[src/rtl/multi_pwm_dimmer.sv]
// Multi-channel PWM dimmer: one shared period counter drives N_CH channels.
// Each channel either jumps to or fades toward its target duty, one step per fade interval.

module multi_pwm_dimmer_lane #(
    parameter int WIDTH = 4
) (
    input  logic             clk,
    input  logic             rst_n,
    input  logic             en,
    input  logic             boundary,
    input  logic             fade_step,
    input  logic             wr,
    input  logic [WIDTH-1:0] wr_duty,
    input  logic             wr_fade,
    input  logic [WIDTH-1:0] cnt,
    output logic             pwm,
    output logic             fading
);
    logic [WIDTH-1:0] act, act_nxt;
    logic [WIDTH-1:0] tgt, tgt_nxt;
    logic             mode, mode_nxt;

    // act only moves on a boundary and always from the pre-write tgt/mode
    always_comb begin
        tgt_nxt  = wr ? wr_duty : tgt;
        mode_nxt = wr ? wr_fade : mode;
        act_nxt  = act;
        if (boundary) begin
            if (!mode)
                act_nxt = tgt;
            else if (fade_step && act < tgt)
                act_nxt = act + 1'b1;
            else if (fade_step && act > tgt)
                act_nxt = act - 1'b1;
        end
    end

    always_ff @(posedge clk) begin
        if (!rst_n) begin
            act    <= '0;
            tgt    <= '0;
            mode   <= 1'b0;
            pwm    <= 1'b0;
            fading <= 1'b0;
        end else begin
            act    <= act_nxt;
            tgt    <= tgt_nxt;
            mode   <= mode_nxt;
            pwm    <= en && (cnt < act);
            // flag tracks the state being loaded, so it never lags the ramp
            fading <= mode_nxt && (act_nxt != tgt_nxt);
        end
    end
endmodule

module multi_pwm_dimmer #(
    parameter int N_CH     = 4,
    parameter int WIDTH    = 4,
    parameter int FADE_DIV = 1,
    localparam int CW      = (N_CH > 1) ? $clog2(N_CH) : 1
) (
    input  logic            clk,
    input  logic            rst_n,
    input  logic            en,
    input  logic            wr_en,
    input  logic [CW-1:0]   wr_ch,
    input  logic [WIDTH-1:0] wr_duty,
    input  logic            wr_fade,
    input  logic [CW-1:0]   sel,
    output logic [N_CH-1:0] pwm_out,
    output logic            led_out,
    output logic            period_tick,
    output logic [N_CH-1:0] fading
);
    localparam logic [WIDTH-1:0] CNT_MAX  = '1;
    localparam logic [7:0]       DIV_LAST = 8'(FADE_DIV - 1);

    logic [WIDTH-1:0] cnt;
    logic [7:0]       div;
    logic             boundary;
    logic             fade_step;

    assign boundary    = en && (cnt == CNT_MAX);
    assign fade_step   = boundary && (div == DIV_LAST);
    assign period_tick = boundary;

    // en=0 parks the counter at 0 so a resume starts a full period
    always_ff @(posedge clk) begin
        if (!rst_n)
            cnt <= '0;
        else if (!en)
            cnt <= '0;
        else
            cnt <= cnt + 1'b1;
    end

    always_ff @(posedge clk) begin
        if (!rst_n)
            div <= '0;
        else if (boundary)
            div <= (div == DIV_LAST) ? 8'd0 : div + 8'd1;
    end

    // out-of-range wr_ch matches no lane, so the write is dropped
    for (genvar i = 0; i < N_CH; i++) begin : g_lane
        multi_pwm_dimmer_lane #(.WIDTH(WIDTH)) u_lane (
            .clk       (clk),
            .rst_n     (rst_n),
            .en        (en),
            .boundary  (boundary),
            .fade_step (fade_step),
            .wr        (wr_en && (wr_ch == CW'(i))),
            .wr_duty   (wr_duty),
            .wr_fade   (wr_fade),
            .cnt       (cnt),
            .pwm       (pwm_out[i]),
            .fading    (fading[i])
        );
    end

    assign led_out = (int'(sel) < N_CH) ? pwm_out[sel] : 1'b0;
endmodule

[config.mk]
export PLATFORM = sky130hd
export DESIGN_NAME = multi_pwm_dimmer
export DESIGN_NICKNAME = d
export VERILOG_FILES = /design/src/rtl/multi_pwm_dimmer.sv
export SDC_FILE = /design/constraint.sdc
export NUM_CORES = 1
export LEC_CHECK = 0
export CORE_ASPECT_RATIO = 1.75
export CORE_MARGIN = 2
export CORE_UTILIZATION = 40
export DETAILED_ROUTE_END_ITERATION = 8
export GPL_ROUTABILITY_DRIVEN = 1
export PLACE_DENSITY = 0.64
export SYNTH_ARGS = -nofsm -noshare
export SYNTH_HDL_FRONTEND = slang
export SYNTH_HIERARCHICAL = 1
export SYNTH_SLANG_ARGS = --single-unit
[constraint.sdc]
create_clock -name clk -period 4.6 [get_ports clk]
set_clock_uncertainty 0.05 [all_clocks]
set_input_delay 0.92 -clock clk [delete_from_list [all_inputs] [get_ports clk]]
set_output_delay 0.92 -clock clk [all_outputs]
set_load 0.02 [all_outputs]
==> impl_metrics.env, run 1 <==
export IMPL_gr_usage_met3_pct=2.96
export IMPL_port_buffers=22
export IMPL_rr_worst_depth=9
export IMPL_area_growth_syn_to_layout_pct=11.8
export IMPL_slew_headroom_pct=52.2
export IMPL_setup_viol=0
export IMPL_grt_setup_unrepaired="false"
export IMPL_clockRootBuffer="clkbuf_16"
export IMPL_dp_cells=738
export IMPL_cp_start_kind="primary input"
export IMPL_critPathSlowestCell="clkdlybuf4s50_1"
export IMPL_clockBufferDepth=2
export IMPL_dominantRegCellSynth="dfxtp_1"
export IMPL_fin_crit_sh_pct=80.5
export IMPL_path_clk_slew_ns=0.07
export IMPL_globalplace_congestion=0.910
export IMPL_p_leak_nw=2.02
export IMPL_status="completed"
export IMPL_power_density_nw_per_um2=206
export IMPL_min_period_ns=3.70
export IMPL_antenna_found_initial=0
export IMPL_drive_gt1_share_pct=6.38
export IMPL_cts_tree="built"
export IMPL_yosysWarnings=6
export IMPL_ys_ff_latch=56
export IMPL_io_pins=23
export IMPL_p_total_mw=1.09
export IMPL_die_x_um=86.3
export IMPL_fp_coreArea_um2=11600
export IMPL_cp_data_required_time_ns=3.63
export IMPL_ant_nets=0
export IMPL_cts_sinks=56
export IMPL_busiest_layer="met2"
export IMPL_async_flop_share_pct=0
export IMPL_post_synth_top_area_fraction_pct=23.6
export IMPL_crit_path_cell_trace="clkdlybuf4s50_1, nand4_2, inv_2, clkdlybuf4s50_1"
export IMPL_critPathArrivalTime_ns=2.73
export IMPL_yosys_cell_types_count=52
export IMPL_route_vias_total=4725
export IMPL_synthesis_nets=647
export IMPL_rrSetupSlack_ns=1.57
export IMPL_seq_area_um2=1120
export IMPL_multiInputGateArea_um2=3390
export IMPL_layout_nets=662
export IMPL_die_height_um=148
export IMPL_rows=52
export IMPL_hold_path_class="flop to flop"
export IMPL_worst_setup_path_type="primary input to output pin"
export IMPL_wl_mm=13.0
export IMPL_critPathMaxStageDelay_ns=0.67
export IMPL_syn_mean_instance_area_um2=7.97
export IMPL_cp_common_cell="clkdlybuf4s50_1"
export IMPL_yosys_top_cells_area="dfxtp_1 (24%), ha_1 (10%), mux2i_1 (4.4%), nand4_1 (3.8%), nor3_1 (3.6%)"
export IMPL_n_antenna_cell=0
export IMPL_cts_resized_gates=0
export IMPL_maxCapViolCount=0
export IMPL_grt_total_usage_pct=20.7
export IMPL_synth_seq_area_share_pct=23.6
export IMPL_syn_inst=595
export IMPL_grt_overflow=0
export IMPL_crit_fanout=21
export IMPL_htreeDepth=2
export IMPL_drc=0
export IMPL_hold_buffers=0
export IMPL_clk_latency_ns=0.30
export IMPL_endpoint_kind="output pin"
export IMPL_die_area_um2=12800
export IMPL_n_fill_cell=1148
export IMPL_finalNonFillerCells=746
export IMPL_synth_edf_count=0
export IMPL_fmax_mhz=270
export IMPL_first_global_vias=4497
export IMPL_cts_buffers=5
export IMPL_grt_util_met1_pct=22.4
export IMPL_utilization_pct=45.8
export IMPL_ir_drop_mv=0.112
export IMPL_grt_pass1_wl_mm=21.3
export IMPL_finalHoldViolations=0
export IMPL_dpl_hpwl_mm=9.75
export IMPL_syn_area_um2=4740
export IMPL_setup_tns_ns=0
export IMPL_synth_top_cell_by_area="dfxtp_1"
export IMPL_wl_per_cell_um=17.4
export IMPL_grt_max_degree=58
export IMPL_cts_setup_buffers=0
export IMPL_holdPathStages=2
export IMPL_first_pass_iters=5
export IMPL_drtIter0Drc=226
export IMPL_initial_utilization_pct=40.9
export IMPL_tightest_slew_ns=0.715
export IMPL_slew_violations=0
export IMPL_gr_usage_met2_pct=36.9
export IMPL_via_per_inst=6.33
==> Yosys cell counts (18+ instances only) <==
library cell and n:
o21ai_0 28, nor2b_1 24, ha_1 39, and3_1 18, dfxtp_1 56, a21oi_1 33, nor2_1 30, nand3_1 20
nor3_1 34, nand4_1 29, nand2_1 35, inv_1 44, mux2i_1 21
==> cell usage in the layout (no fill, tap or decap), types with 18 or more instances in the layout <==
cell | Yosys | routed
nand2_1 | 35 | 35
o21ai_0 | 28 | 28
mux2i_1 | 21 | 21
nand4_1 | 29 | 29
nor2b_1 | 24 | 24
inv_1 | 44 | 43
nor3_1 | 34 | 34
ha_1 | 39 | 39
and3_1 | 18 | 18
nand3_1 | 20 | 20
a21oi_1 | 33 | 33
clkdlybuf4s50_1 | 0 | 22
dfxtp_1 | 56 | 56
nor2_1 | 30 | 30
==> cells by family (layout without fill, tap and decap cells) <==
group	count (synthesis)	count (layout)	synth area share, %
AOI/OAI and AO/OA	157	157	23.9
xor gates and xnor gates	3	3	0.554
adders and majority gates	39	39	10.3
buffers and inverters	65	81	5.15
DFF	56	56	23.6
muxes	34	34	7.76
and+or+nand+nor	241	241	28.7
==> state kept, by name (all words and copies together) (netlist names) <==
| signal | count |
|---|---|
| cnt | 4 |
| g_lane.u_lane/act | 16 |
| g_lane.u_lane/tgt | 16 |
| g_lane.u_lane/mode | 4 |
| g_lane.u_lane/pwm | 4 |
| g_lane.u_lane/fading | 4 |
| div | 8 |
==> power by group <==
part | leakage, nW | total (mW) | internal (mW) | switching, mW
sequential | 0.453 | 0.503 | 0.492 | 0.0110
clock | 0.0798 | 0.449 | 0.257 | 0.193
combinational | 1.49 | 0.139 | 0.0579 | 0.0807
==> per-layer routing <==
| layer | up-vias | wire [um] |
|---|---|---|
| li1 | 2293 | - |
| met1 | 2237 | 4980 |
| met2 | 154 | 6820 |
| met3 | 41 | 513 |
| met4 | 0 | 707 |
| met5 | - | 0 |
==> through the flow <==
| stage | hold slack (ns) | setup slack, ns | cell area, um^2 |
|---|---|---|---|
| CTS | 0.435 | 0.884 | 5300 |
| floorplan | 0.400 | 0.598 | 4750 |
| global placement | 0.414 | 0.762 | 5130 |
| detailed placement | 0.420 | 0.692 | 5130 |
| finish | 0.434 | 0.895 | 5300 |
| global route | 0.472 | 0.779 | 5300 |
==> critical path, delay by kind of cell <==
kind / cells / cell delay (ns)
AND/OR/NAND/NOR: 1 / 0.21
buffers and inverters: 3 / 1.59
==> path summary, 6_finish.rpt <==
path | from | to
worst max-delay path | en | period_tick
worst min-delay path | div[7] | div[7]
worst max register to register | cnt[1] | g_lane[0].u_lane/fading
worst min register to register | div[7] | div[7]
==> layout make-up <==
class,instances,area share [%]
repair buffers,29,5.38
well taps,135,3.19
inverters,44,3.12
multi-input cells,474,64.0
clock buffers,5,2.36
flip-flops and latches,56,21.2
clock inverters,3,0.803
Note: power is estimated with default switching activity, not from simulation.
==> run 2: changes to the inputs <==
- clock period: 4.6 -> 3.2 ns (I/O delays scaled with it)
==> impl_metrics.env, run 2 (synthesized netlist as in run 1, its figures left out) <==
export IMPL_status="completed"
export IMPL_wl_per_cell_um=18.1
export IMPL_grt_max_degree=45
export IMPL_cts_buffers=5
export IMPL_cts_sinks=56
export IMPL_wl_mm=14.0
export IMPL_path_clk_slew_ns=0.07
export IMPL_clk_latency_ns=0.30
export IMPL_critPathArrivalTime_ns=2.43
export IMPL_grt_total_usage_pct=22.5
export IMPL_rrSetupSlack_ns=0.27
export IMPL_p_leak_nw=2.17
export IMPL_cts_setup_buffers=0
export IMPL_finalNonFillerCells=773
export IMPL_globalplace_congestion=0.963
export IMPL_ant_nets=0
export IMPL_setup_viol=0
export IMPL_fin_crit_sh_pct=97.5
export IMPL_rows=52
export IMPL_via_per_inst=6.32
export IMPL_grt_setup_unrepaired="false"
export IMPL_first_pass_iters=5
export IMPL_fp_coreArea_um2=11600
export IMPL_dp_cells=767
export IMPL_hold_buffers=0
export IMPL_cts_tree="built"
export IMPL_min_period_ns=3.12
export IMPL_worst_setup_path_type="primary input to output pin"
export IMPL_dpl_hpwl_mm=10.5
export IMPL_drive_gt1_share_pct=11.6
export IMPL_cp_start_kind="primary input"
export IMPL_initial_utilization_pct=40.9
export IMPL_slew_headroom_pct=60.5
export IMPL_route_vias_total=4883
export IMPL_grt_overflow=0
export IMPL_io_pins=23
export IMPL_antenna_found_initial=0
export IMPL_drc=0
export IMPL_ir_drop_mv=0.196
export IMPL_grt_pass1_wl_mm=23.4
export IMPL_fmax_mhz=320
export IMPL_finalHoldViolations=0
export IMPL_n_antenna_cell=0
export IMPL_drtIter0Drc=250
export IMPL_port_buffers=22
export IMPL_reg_top3="g_lane.u_lane/act (16), g_lane.u_lane/tgt (16), div (8)"
export IMPL_power_density_nw_per_um2=281
export IMPL_die_height_um=148
export IMPL_clockBufferDepth=2
export IMPL_layout_commonest_cell="dfxtp_1"
export IMPL_tightest_slew_ns=0.576
export IMPL_htreeDepth=2
export IMPL_clockRootBuffer="clkbuf_16"
export IMPL_mostFrequentLayoutCells="dfxtp_1 (56), inv_1 (43), ha_1 (39)"
export IMPL_crit_fanout=16
export IMPL_hold_path_class="flop to flop"
export IMPL_layout_nets=691
export IMPL_die_x_um=86.3
export IMPL_cts_resized_gates=0
export IMPL_endpoint_kind="output pin"
export IMPL_area_growth_syn_to_layout_pct=17.3
export IMPL_design_area_um2=5560
export IMPL_slew_violations=0
export IMPL_die_area_um2=12800
export IMPL_placed_area_um2=5410
export IMPL_first_global_vias=4882
export IMPL_maxCapViolCount=0
export IMPL_cp_data_required_time_ns=2.51
## run 2: changes by cell type in the layout (fill, tap and decap cells not counted), sizes merged
cell / change
clkinvlp: -1
clkinv: -1
buf: +29
## run 2: per-stage QoR
stage | hold WS [ns] | util [%] | TNS, ns | setup slack (ns) | power [mW]
floorplan | 0.400 | - | 0 | 0.000918 | 0.869
global placement | 0.416 | 46.7 | -0.0241 | -0.0134 | 0.942
detailed placement | 0.433 | 46.7 | -0.0869 | -0.0450 | 0.947
CTS | 0.445 | 48.0 | 0 | 0.0681 | 1.58
global route | 0.476 | 48.0 | 0 | 0.0151 | 1.62
finish | 0.447 | 48.0 | 0 | 0.0796 | 1.56
## run 2: layout make-up
type                    count  area [um^2]
clock inverters             1         30.0
clock buffers               5          125
inverters                  44          165
well taps                 135          169
flip-flops and latches     56         1120
multi-input cells         474         3420
fillers                  1154         6020
repair buffers             58          528
## run 2: final timing paths
kind / end / depth (start not counted) / startpoint
max: period_tick / 5 / en
max reg2reg: g_lane[1].u_lane/fading / 9 / div[2]
min reg2reg: div[7] / 2 / div[7]
min: div[7] / 2 / div[7]
## run 2: where the power goes
part	total (mW)	switching (mW)	internal, mW
Clock	0.628	0.266	0.362
Sequential	0.724	0.0163	0.708
Combinational	0.210	0.122	0.0888
Total	1.56	0.404	1.16
## run 2: metal layers
layer / global-route usage [%] / routed length (um)
met5: 0 / 0
met4: 11.7 / 600
met3: 2.35 / 623
met2: 41.0 / 7350
met1: 25.1 / 5420
## run 2: worst max-delay path: stages
cell	delay, ns
clkdlybuf4s50_1	0.52
nand4_2	0.15
buf_4	0.24
inv_2	0.22
clkdlybuf4s50_1	0.65
